### src/rtl/regfile_wb_arbiter_if.sv
// Writeback bus between the two writeback sources, the register file write port
// and the hazard lookup.
interface regfile_wb_arbiter_if #(
  parameter int unsigned DW = 32,
  parameter int unsigned AW = 6
);
  logic          s0_valid;
  logic [AW-1:0] s0_rd;
  logic [DW-1:0] s0_data;
  logic          s0_ready;
  logic          s1_valid;
  logic [AW-1:0] s1_rd;
  logic [DW-1:0] s1_data;
  logic          s1_ready;
  logic          wb_wrt;
  logic [AW-1:0] wb_rd;
  logic [DW-1:0] wb_data;
  logic [AW-1:0] chk_rd;
  logic          chk_hit;

  modport slave (
    input  s0_valid, s0_rd, s0_data, s1_valid, s1_rd, s1_data, chk_rd,
    output s0_ready, s1_ready, wb_wrt, wb_rd, wb_data, chk_hit
  );

  modport master (
    output s0_valid, s0_rd, s0_data, s1_valid, s1_rd, s1_data, chk_rd,
    input  s0_ready, s1_ready, wb_wrt, wb_rd, wb_data, chk_hit
  );
endinterface

### src/rtl/regfile_wb_arbiter.sv
// Two-source writeback arbiter for the single register file write port.
// WB_RR_ARB_EN selects round-robin; otherwise fixed load priority with a starvation cap.
module regfile_wb_arbiter #(
  parameter int unsigned DW = 32,
  parameter int unsigned AW = 6
) (
  input logic                 clk,
  input logic                 rst,
  regfile_wb_arbiter_if.slave bus
);
  typedef struct packed {
    logic [AW-1:0] rd;
    logic [DW-1:0] data;
  } wr_t;

  localparam logic [AW-1:0] RD_ZERO = '0;

  logic occ0_q, occ0_d, occ1_q, occ1_d;
  wr_t  slot0_q, slot0_d, slot1_q, slot1_d;
  logic age_q, age_d;            // 1: slot 1 holds the older entry
  logic wb_wrt_q, wb_wrt_d;
  wr_t  wb_q, wb_d;
  logic grant0_c, grant1_c, contend_c, win0_c, fill0_c, fill1_c;

`ifdef WB_RR_ARB_EN
  logic pref0_q, pref0_d;        // 1: slot 0 preferred; reset value prefers slot 1
`else
  logic [1:0] starve_q, starve_d;
`endif

  // Grant from registered slot state only
  always_comb begin
    grant0_c  = 1'b0;
    grant1_c  = 1'b0;
    contend_c = occ0_q && occ1_q && (slot0_q.rd != slot1_q.rd);
`ifdef WB_RR_ARB_EN
    win0_c = pref0_q;
`else
    win0_c = (starve_q == 2'd3);
`endif
    if (occ0_q && occ1_q) begin
      if (contend_c) begin
        grant0_c = win0_c;
        grant1_c = !win0_c;
      end else begin
        grant0_c = !age_q;
        grant1_c = age_q;
      end
    end else begin
      grant0_c = occ0_q;
      grant1_c = occ1_q;
    end
  end

  assign bus.s0_ready = !occ0_q || grant0_c;
  assign bus.s1_ready = !occ1_q || grant1_c;

  // Next state: accept, issue, age and policy update
  always_comb begin
    fill0_c  = !rst && bus.s0_valid && bus.s0_ready && (bus.s0_rd != RD_ZERO);
    fill1_c  = !rst && bus.s1_valid && bus.s1_ready && (bus.s1_rd != RD_ZERO);
    occ0_d   = fill0_c || (occ0_q && !grant0_c);
    occ1_d   = fill1_c || (occ1_q && !grant1_c);
    slot0_d  = fill0_c ? '{rd: bus.s0_rd, data: bus.s0_data} : slot0_q;
    slot1_d  = fill1_c ? '{rd: bus.s1_rd, data: bus.s1_data} : slot1_q;
    wb_wrt_d = grant0_c || grant1_c;
    wb_d     = wb_q;
    if (grant1_c) wb_d = slot1_q;
    else if (grant0_c) wb_d = slot0_q;

    age_d = age_q;
    if (fill0_c && fill1_c) age_d = 1'b1;
    else if (fill0_c && occ1_q && !grant1_c) age_d = 1'b1;
    else if (fill1_c && occ0_q && !grant0_c) age_d = 1'b0;

`ifdef WB_RR_ARB_EN
    pref0_d = pref0_q;
    if (contend_c) pref0_d = !pref0_q;
`else
    starve_d = starve_q;
    if (grant0_c) starve_d = 2'd0;
    else if (contend_c) starve_d = starve_q + 2'd1;
`endif
  end

  always_ff @(posedge clk) begin
    if (rst) begin
      occ0_q   <= 1'b0;
      occ1_q   <= 1'b0;
      slot0_q  <= '0;
      slot1_q  <= '0;
      age_q    <= 1'b0;
      wb_wrt_q <= 1'b0;
      wb_q     <= '0;
`ifdef WB_RR_ARB_EN
      pref0_q  <= 1'b0;
`else
      starve_q <= 2'd0;
`endif
    end else begin
      occ0_q   <= occ0_d;
      occ1_q   <= occ1_d;
      slot0_q  <= slot0_d;
      slot1_q  <= slot1_d;
      age_q    <= age_d;
      wb_wrt_q <= wb_wrt_d;
      wb_q     <= wb_d;
`ifdef WB_RR_ARB_EN
      pref0_q  <= pref0_d;
`else
      starve_q <= starve_d;
`endif
    end
  end

  assign bus.wb_wrt  = wb_wrt_q;
  assign bus.wb_rd   = wb_q.rd;
  assign bus.wb_data = wb_q.data;

  // Pending-write lookup for read hazard stalls
  assign bus.chk_hit = (bus.chk_rd != RD_ZERO) &&
                       ((occ0_q && (slot0_q.rd == bus.chk_rd)) ||
                        (occ1_q && (slot1_q.rd == bus.chk_rd)) ||
                        (wb_wrt_q && (wb_q.rd == bus.chk_rd)));
endmodule

### src/flat_wrapper.sv
// flat-port wrapper written by rule: the top's interface ports become plain ports
module regfile_wb_arbiter_flat 
#(
  parameter int unsigned DW = 32,
  parameter int unsigned AW = 6
)
  (clk, rst, bus_s0_valid, bus_s0_rd, bus_s0_data, bus_s1_valid, bus_s1_rd, bus_s1_data, bus_chk_rd, bus_s0_ready, bus_s1_ready, bus_wb_wrt, bus_wb_rd, bus_wb_data, bus_chk_hit);
  regfile_wb_arbiter_if #(.DW(DW), .AW(AW)) bus_i ();
  input logic clk;
  input logic rst;
  input wire logic [$bits(bus_i.s0_valid)-1:0] bus_s0_valid;
  input wire logic [$bits(bus_i.s0_rd)-1:0] bus_s0_rd;
  input wire logic [$bits(bus_i.s0_data)-1:0] bus_s0_data;
  input wire logic [$bits(bus_i.s1_valid)-1:0] bus_s1_valid;
  input wire logic [$bits(bus_i.s1_rd)-1:0] bus_s1_rd;
  input wire logic [$bits(bus_i.s1_data)-1:0] bus_s1_data;
  input wire logic [$bits(bus_i.chk_rd)-1:0] bus_chk_rd;
  output wire logic [$bits(bus_i.s0_ready)-1:0] bus_s0_ready;
  output wire logic [$bits(bus_i.s1_ready)-1:0] bus_s1_ready;
  output wire logic [$bits(bus_i.wb_wrt)-1:0] bus_wb_wrt;
  output wire logic [$bits(bus_i.wb_rd)-1:0] bus_wb_rd;
  output wire logic [$bits(bus_i.wb_data)-1:0] bus_wb_data;
  output wire logic [$bits(bus_i.chk_hit)-1:0] bus_chk_hit;
  assign bus_i.s0_valid = bus_s0_valid;
  assign bus_i.s0_rd = bus_s0_rd;
  assign bus_i.s0_data = bus_s0_data;
  assign bus_i.s1_valid = bus_s1_valid;
  assign bus_i.s1_rd = bus_s1_rd;
  assign bus_i.s1_data = bus_s1_data;
  assign bus_i.chk_rd = bus_chk_rd;
  assign bus_s0_ready = bus_i.s0_ready;
  assign bus_s1_ready = bus_i.s1_ready;
  assign bus_wb_wrt = bus_i.wb_wrt;
  assign bus_wb_rd = bus_i.wb_rd;
  assign bus_wb_data = bus_i.wb_data;
  assign bus_chk_hit = bus_i.chk_hit;
  regfile_wb_arbiter #(.DW(DW), .AW(AW)) u_core (.clk(clk), .rst(rst), .bus(bus_i));
endmodule
### config.mk
export PLATFORM = sky130hd
export DESIGN_NAME = regfile_wb_arbiter_flat
export DESIGN_NICKNAME = d
export VERILOG_FILES = /design/src/rtl/regfile_wb_arbiter_if.sv /design/src/rtl/regfile_wb_arbiter.sv /design/src/flat_wrapper.sv
export SDC_FILE = /design/constraint.sdc
export NUM_CORES = 1
export LEC_CHECK = 0
export ABC_AREA = 1
export CAP_MARGIN = 30
export CORE_AREA = 10 10 132 134
export DETAILED_ROUTE_END_ITERATION = 12
export DIE_AREA = 0 0 142 144
export GPL_TIMING_DRIVEN = 0
export SYNTH_ARGS = -nofsm -noshare
export SYNTH_HDL_FRONTEND = slang
export SYNTH_SLANG_ARGS = --single-unit
### constraint.sdc
create_clock -name clk -period 2.05 [get_ports clk]
set_input_delay 0.3075 -clock clk [delete_from_list [all_inputs] [get_ports clk]]
set_output_delay 0.3075 -clock clk [all_outputs]
set_load 0.02 [all_outputs]
==> key figures, run 1 <==
Detailed routing
  • # DRC: 0
  • Routed WL: 18900 um
  • DR vias/cell: 4.84
  • Initial DRT Pass Iterations: 5
  • Post-route ant nets: 0
  • Iter 0 DRT Violations: ~320
  • WL/cell: 15.4 um
  • Vias: 5938

Clocking
  • Worst-Skew Late Latency: 420 ps
  • Clk buf depth: 2
  • Clock transition at the registers of the reported paths: 50 ps
  • H-tree levels: 4
  • TritonCTS clock tree: built
  • CTS root buf: clkbuf_16
  • CTS sink count: 120
  • Num CTS Buffers: 17

Synth
  • Area of the mapped netlist: 0.00581 mm2
  • Post-synth cell types: 30
  • Net Count, Synth: 951
  • Gate Count Post-Synth: approximately 860
  • Synth top area cells: dfxtp_1, nand2_1, nand3_1, nor2_1, nand3b_1
  • Area leader, netlist: dfxtp_1
  • Syn Area/Cell: 6.72 um2
  • Number of synthesized register bits: 120
  • Synth top area share: 41.4%
  • Seq/Total Area, Yosys: between 40 and 50%
  • Yosys warnings: 0

Pwr
  • Sw Share: between 20% and 30%
  • Cell area power density: 771 mW/mm2
  • Combinational Power Share: 15.3%
  • Clk pwr share: 44.2%
  • Sequential share of power: around 41%
  • Max VDD drop: 0.601 mV
  • Leakage: 3.66 nW
  • Net switching power: between 1.5 and 2 mW
  • Pint: 4.67 mW

Critical path
  • Critical path endpoint category: primary output
  • Cells along the critical path: inv_2 > nand2_2 > nand2_2 > nor2_4 > nand3_4 > buf_6 > nand3_4 > nand3_4 > buf_6 > buf_6
  • CP Launch Type: register
  • CP max-delay cell: dfxtp_4
  • Critical path peak fanout: 5
  • Crit path DAT: 1740 ps
  • Kind of critical path: reg2out
  • Crit path required time: between 1500 and 2000 ps
  • Delay of the slowest critical-path stage: around 380 ps

Placed design
  • PortBufs: 127
  • Post-Place Setup Slack: -750 ps
  • Post-DP HPWL: 13400 um
  • GPL Wtd Cong: 0.864

Hold path
  • Worst hold path type: reg2reg

Floorplan
  • DIE AREA: 0.0204 mm2
  • I/O Pins: 128
  • Starting Density: 39.1%
  • Core Box Area: 0.0149 mm2
  • Die height: roughly 140 um
  • Die Wd: approximately 140 um
  • Core Rows: 45

Global routing
  • First-pass GRT wire length: between 20000 and 30000 um
  • GRT Overall Usage: a little under a fifth
  • Largest net degree at the start of global routing: 17
  • Overflow after GRT: 0
  • Initial antenna violation count: 2
  • Vias in the first global route: between 5000 and 6000

STA
  • RSZ-0062 raised after global routing: true
  • Least-Margin Pin Slew: ~660 ps
  • Tcrit/Tclk final: between 90% and 100%
  • Relative slew slack: 56.3%
  • Fmax: 0.489 GHz
  • Final setup viols: 0
  • Hold_ws: 449 ps
  • Crit path time final: approximately 2000 ps
  • Final Hold Viols: 0
  • Max-slew violations: 0
  • Final clock skew: 6.82 ps
  • Crit path setup slack, layout: 3.71 ps

Layout
  • Commonest non-fill, non-tap cell in the layout: nand2_1
  • Commonest cells after routing, fill and taps aside: nand2_1, nor2_1, nand3_1
  • Layout cells sized above 1: 13.0%
  • P&R area growth vs syn: 41.1%
  • Nets@finish: roughly 1100

Outcome
  • Status: finished, final reports clean

Job
  • Max cap viols: 0
## synth_stat cells
cell type,count
or2_2,1
nor2_1,158
o2111ai_1,1
nor4_1,3
ha_1,1
o21ai_0,3
clkbuf_1,24
nand2_2,1
dfxtp_1,120
nand2_1,195
clkinv_1,1
buf_6,5
inv_1,91
nand3_2,2
nor3_1,3
inv_2,4
o22ai_1,4
o221ai_1,1
buf_1,8
buf_2,16
o211ai_1,1
a221oi_1,1
a21oi_1,7
nand3b_1,72
nand4_1,2
xnor2_1,3
and3_1,1
buf_4,4
nand3_1,130
a211oi_1,1
## power by group through the flow
| stage | combinational (mW) | clock [mW] | sequential (mW) |
|---|---|---|---|
| floorplan | 0.486 | 0 | 2.62 |
| global placement | 0.898 | 0 | 2.60 |
| detailed placement | 0.904 | 0 | 2.60 |
| CTS | 0.939 | 2.84 | 2.55 |
| global route | 1.08 | 2.95 | 2.57 |
| finish | 0.967 | 2.79 | 2.55 |
## through the flow
step                TNS, ps  util, %  std cells  cell area [um2]  total power, mW
CTS                   -53.0     54.0       1218             8030             6.34
finish                    0     55.1       1227             8190             6.31
floorplan                 0        -        864             5810             3.11
global route           -151     55.1       1227             8190             6.60
global placement     -32510     49.2       1179             7310             3.49
detailed placement   -34740     49.2       1179             7310             3.50
## repair_timing
item / in CTS / in global routing
setup endpoints to repair: 54 / 75
setup buffers: 9 / 7
hold buffers: 0 / 0
pin swaps: 7 / 9
gates cloned: 0 / 0
gates resized for setup: 64 / 45
## per-layer routing
layer / vias to the layer above / share of wire (%) / track usage [%]
li1: 3051 / - / -
met1: 2696 / 45 / 23.4
met2: 164 / 46 / 28.3
met3: 27 / 7.1 / 5.58
met4: 0 / 1.9 / 7.32
met5: - / 0 / 0
## state kept, by name (all words and copies together), names as in the netlist
name	count
u_core.bus.wb_data	32
u_core.bus.wb_rd	6
u_core.slot0_q	38
u_core.age_q	1
u_core.occ0_q	1
u_core.occ1_q	1
u_core.starve_q	2
u_core.slot1_q	38
u_core.bus.wb_wrt	1
## path summary, 6_finish.rpt
check / from / depth (start not counted) / end / slack (ps)
worst max register to register: u_core.occ0_q / 6 / u_core.bus.wb_data[16] / 60
worst max-delay path: u_core.slot0_q[34] / 10 / bus_s1_ready / 4
worst min register to register: u_core.bus.wb_data[4] / 2 / u_core.bus.wb_data[4] / 450
worst min-delay path: u_core.bus.wb_data[4] / 2 / u_core.bus.wb_data[4] / 450
## logic make-up (layout without fill, tap and decap cells)
| kind of cell | count (synthesis) | in the layout | synth area share [%] |
|---|---|---|---|
| buf+inv | 153 | 326 | 11.1 |
| other cells | 0 | 2 | 0 |
| compound gates | 19 | 19 | 2.00 |
| simple gates | 568 | 568 | 44.8 |
| flops | 120 | 120 | 41.4 |
| xor+xnor | 3 | 3 | 0.453 |
| fa+ha+maj | 1 | 1 | 0.215 |
## worst max-delay path: cells and delay by family (launching register included)
kind	cells	cell delay [ps]
simple gates	6	510
buf+inv	4	440
flops	1	380
## area by class of cell
class                      count  area [um2]
antenna                        2        5.00
buffer                        57         333
clock buffer                  21         470
clock inverter                 9        76.3
fill                        1557        6670
inverter                      96         369
multi-input combinational    591        2870
sequential                   120        2430
tap                          188         235
timing repair buffer         143        1410
(Power assumes the default switching activity.)
==> run 2: changes to the inputs <==
--- a/config.mk
+++ b/config.mk
@@ -8,6 +8,7 @@
 export ABC_AREA = 1
 export CAP_MARGIN = 30
 export CORE_AREA = 10 10 132 134
+export CTS_BUF_LIST = sky130_fd_sc_hd__clkbuf_16
 export DETAILED_ROUTE_END_ITERATION = 12
 export DIE_AREA = 0 0 142 144
 export GPL_TIMING_DRIVEN = 0
==> run 2 against run 1 <==
The run now ends with setup timing left. Clock-buffer cell count decreased by 4. Worst setup slack got worse by 11 ps. Clock power decreased by 4%. Worst hold slack got worse by 190 ps.
==> key figures, run 2 (synthesis gave the netlist of run 1 again) <==
Outcome
  • Status: finished, violations left
  • Failing checks: setup timing

Critical path
  • Worst Setup EP: bus_s1_ready
  • Critical path endpoint category: primary output
  • Kind of critical path: reg2out
  • CP max-delay cell: dfxtp_4
  • Critical path peak fanout: 5 (unchanged)
  • Crit path DAT: 1750 ps (about the same)
  • R2r setup slk: 80 ps (+20 ps)
  • CP Launch Type: register
  • Worst R2R Path Depth: 6 (unchanged)
  • Cells along the critical path: inv_2 > nand2_2 > nand2_2 > nor2_4 > nand3_4 > buf_6 > nand3_4 > nand3_4 > buf_6 > buf_6
  • Delay of the slowest critical-path stage: 380 ps (about the same)
  • Critical R2R Launch: u_core.occ0_q
  • Crit path required time: 1740 ps (about the same)
  • Worst setup path startpoint: u_core.slot0_q[34]
  • CP bufs+invs: 4 (unchanged)
  • Cell family with most CP delay: simple AND/OR/NAND/NOR gates
  • WP depth: 10 (unchanged)
  • Reg2reg end: u_core.bus.wb_data[16]

STA
  • Max-slew violations: 0 (unchanged)
  • Final Hold Viols: 0 (unchanged)
  • Hold_ws: 256 ps (-192 ps)
  • Least-Margin Pin Slew: 645 ps (-10.1 ps)
  • Final setup viols: 1 (+1)
  • Relative slew slack: 57.0% (+0.67 points)
  • Crit path time final: 2060 ps (+10.5 ps)
  • RSZ-0062 raised after global routing: true
  • Fmax: 0.486 GHz (-0.51%)
  • Crit path setup slack, layout: -6.82 ps (-10.5 ps)
  • Final clock skew: 7.51 ps (+0.681 ps)
  • Tcrit/Tclk final: 100% (+0.51 points)

Layout
  • Commonest cells after routing, fill and taps aside: nand2_1, nor2_1, nand3_1
  • Register area: 0.00243 mm2 (+0.10%)
  • Area of the multi-input gates: 0.00288 mm2 (+0.39%)
  • Fill count: 1565 (+0.51%)
  • Nets@finish: 1115 (+0.18%)
  • Final Cell Area: 0.00818 mm2 (about the same)
  • Post-layout util: 55.1% (about the same)
  • Layout cells sized above 1: 12.9% (-0.12 points)
  • Commonest non-fill, non-tap cell in the layout: nand2_1
  • Non-filler cells, final: 1229 (+0.16%)
  • P&R area growth vs syn: 41.0% (about the same)

Global routing
  • Initial antenna violation count: 3 (+1)
  • Largest net degree at the start of global routing: 17 (unchanged)
  • GRT Overall Usage: 18.4% (+0.069 points)
  • Overflow after GRT: 0 (unchanged)
  • Vias in the first global route: 5549 (+0.036%)
  • First-pass GRT wire length: 29500 um (+0.12%)

Hold path
  • HP Start: rst
  • Worst hold path type: in2reg

Job
  • Max cap viols: 0 (unchanged)

Clocking
  • Num CTS Buffers: 17 (unchanged)
  • CTS sink count: 120 (unchanged)
  • TritonCTS clock tree: built
  • CTS root buf: clkbuf_16
  • Worst-Skew Late Latency: 430 ps (about the same)
  • Clk buf depth: 2 (unchanged)
  • H-tree levels: 4 (unchanged)
  • Hold Buf Count CTS: 0 (unchanged)
  • Clock transition at the registers of the reported paths: 50 ps (about the same)

Detailed routing
  • Iter 0 DRT Violations: 322 (-0.31%)
  • Initial DRT Pass Iterations: 5 (unchanged)
  • Post-route ant nets: 0 (unchanged)
  • WL/cell: 15.5 um (+0.53%)
  • DR vias/cell: 4.87 (+0.56%)
  • # DRC: 0 (unchanged)
  • Routed WL: 19100 um (+0.69%)
  • Vias: 5981 (+0.72%)

Pwr
  • Leakage: 3.67 nW (about the same)
  • Cell area power density: 758 mW/mm2 (-1.6%)
  • Max VDD drop: 0.585 mV (-2.7%)
  • Total power draw: 6.21 mW (-1.7%)

Floorplan
  • Starting Density: 39.1% (unchanged)
  • Die height: 144 um (unchanged)
  • Die Wd: 142 um (unchanged)
  • Core Rows: 45 (unchanged)
  • DIE AREA: 0.0204 mm2 (unchanged)
  • I/O Pins: 128 (unchanged)
  • Core Box Area: 0.0149 mm2 (unchanged)

Placed design
  • PortBufs: 127 (unchanged)
  • Number of instances in the placed design: 1179 (unchanged)
  • Placed instance area: 0.00731 mm2 (unchanged)
  • Post-DP HPWL: 13400 um (unchanged)
  • GPL Wtd Cong: 0.864 (unchanged)
[run 2: cell count changes in the layout (fill, tap and decap cells not counted), sizes merged]
cell           change
clkbuf             -4
clkinv             +3
buf                +2
clkdlybuf4s50      -1
dlymetal6s2s       +1
inv                +1
[run 2: power by group]
part           leakage (nW)  total (mW)  switching [mW]  internal [mW]
Sequential            0.990        2.55          0.0806           2.47
Combinational          2.41       0.973           0.506          0.467
Clock                 0.261        2.68            1.07           1.62
[run 2: worst min-delay path by stage]
stage	depth (start not counted)	endpoint
after floorplan	1	u_core.occ0_q
after global placement	2	u_core.bus.wb_data[23]
after detailed placement	2	u_core.bus.wb_data[15]
after CTS	2	u_core.bus.wb_data[23]
after global routing	2	u_core.occ0_q
final	2	u_core.occ0_q
[run 2: metrics by stage]
step / TNS [ps] / setup slack, ps
3_3_place_gp: -32510 / -734
3_5_place_dp: -34740 / -750
4_1_cts: -54.5 / -33.5
5_1_grt: -208 / -91.0
2_1_floorplan: 0 / 456
6_report: -6.82 / -6.82
[run 2: worst reg2reg max path: stages, from the launching register on]
cell,delay [ps]
dfxtp_1,400
inv_1,140
a21oi_1,250
clkbuf_1,530
buf_2,390
nand3_1,130
nand2_1,70
[run 2: repair_timing]
item                       in CTS  in global routing
resized for setup              64                 45
setup buffers                   9                 10
pin swaps                       7                  8
hold endpoints to repair        0                  0
setup endpoints to repair      54                 75
[run 2: layer usage]
layer,part of all wire (%),track usage [%]
met3,7.5,6.49
met5,0.068,0
met4,1.6,6.46
met2,46,28.3
met1,44,23.3
[run 2: cell type report]
cell class / count / share of cell area, %
multi-input combinational: 591 / 35.2
sequential: 120 / 29.7
timing repair buffer: 146 / 17.5
clock buffer: 17 / 5.20
inverter: 96 / 4.51
buffer: 56 / 3.87
tap: 188 / 2.87
clock inverter: 13 / 1.12
antenna: 2 / 0.0612
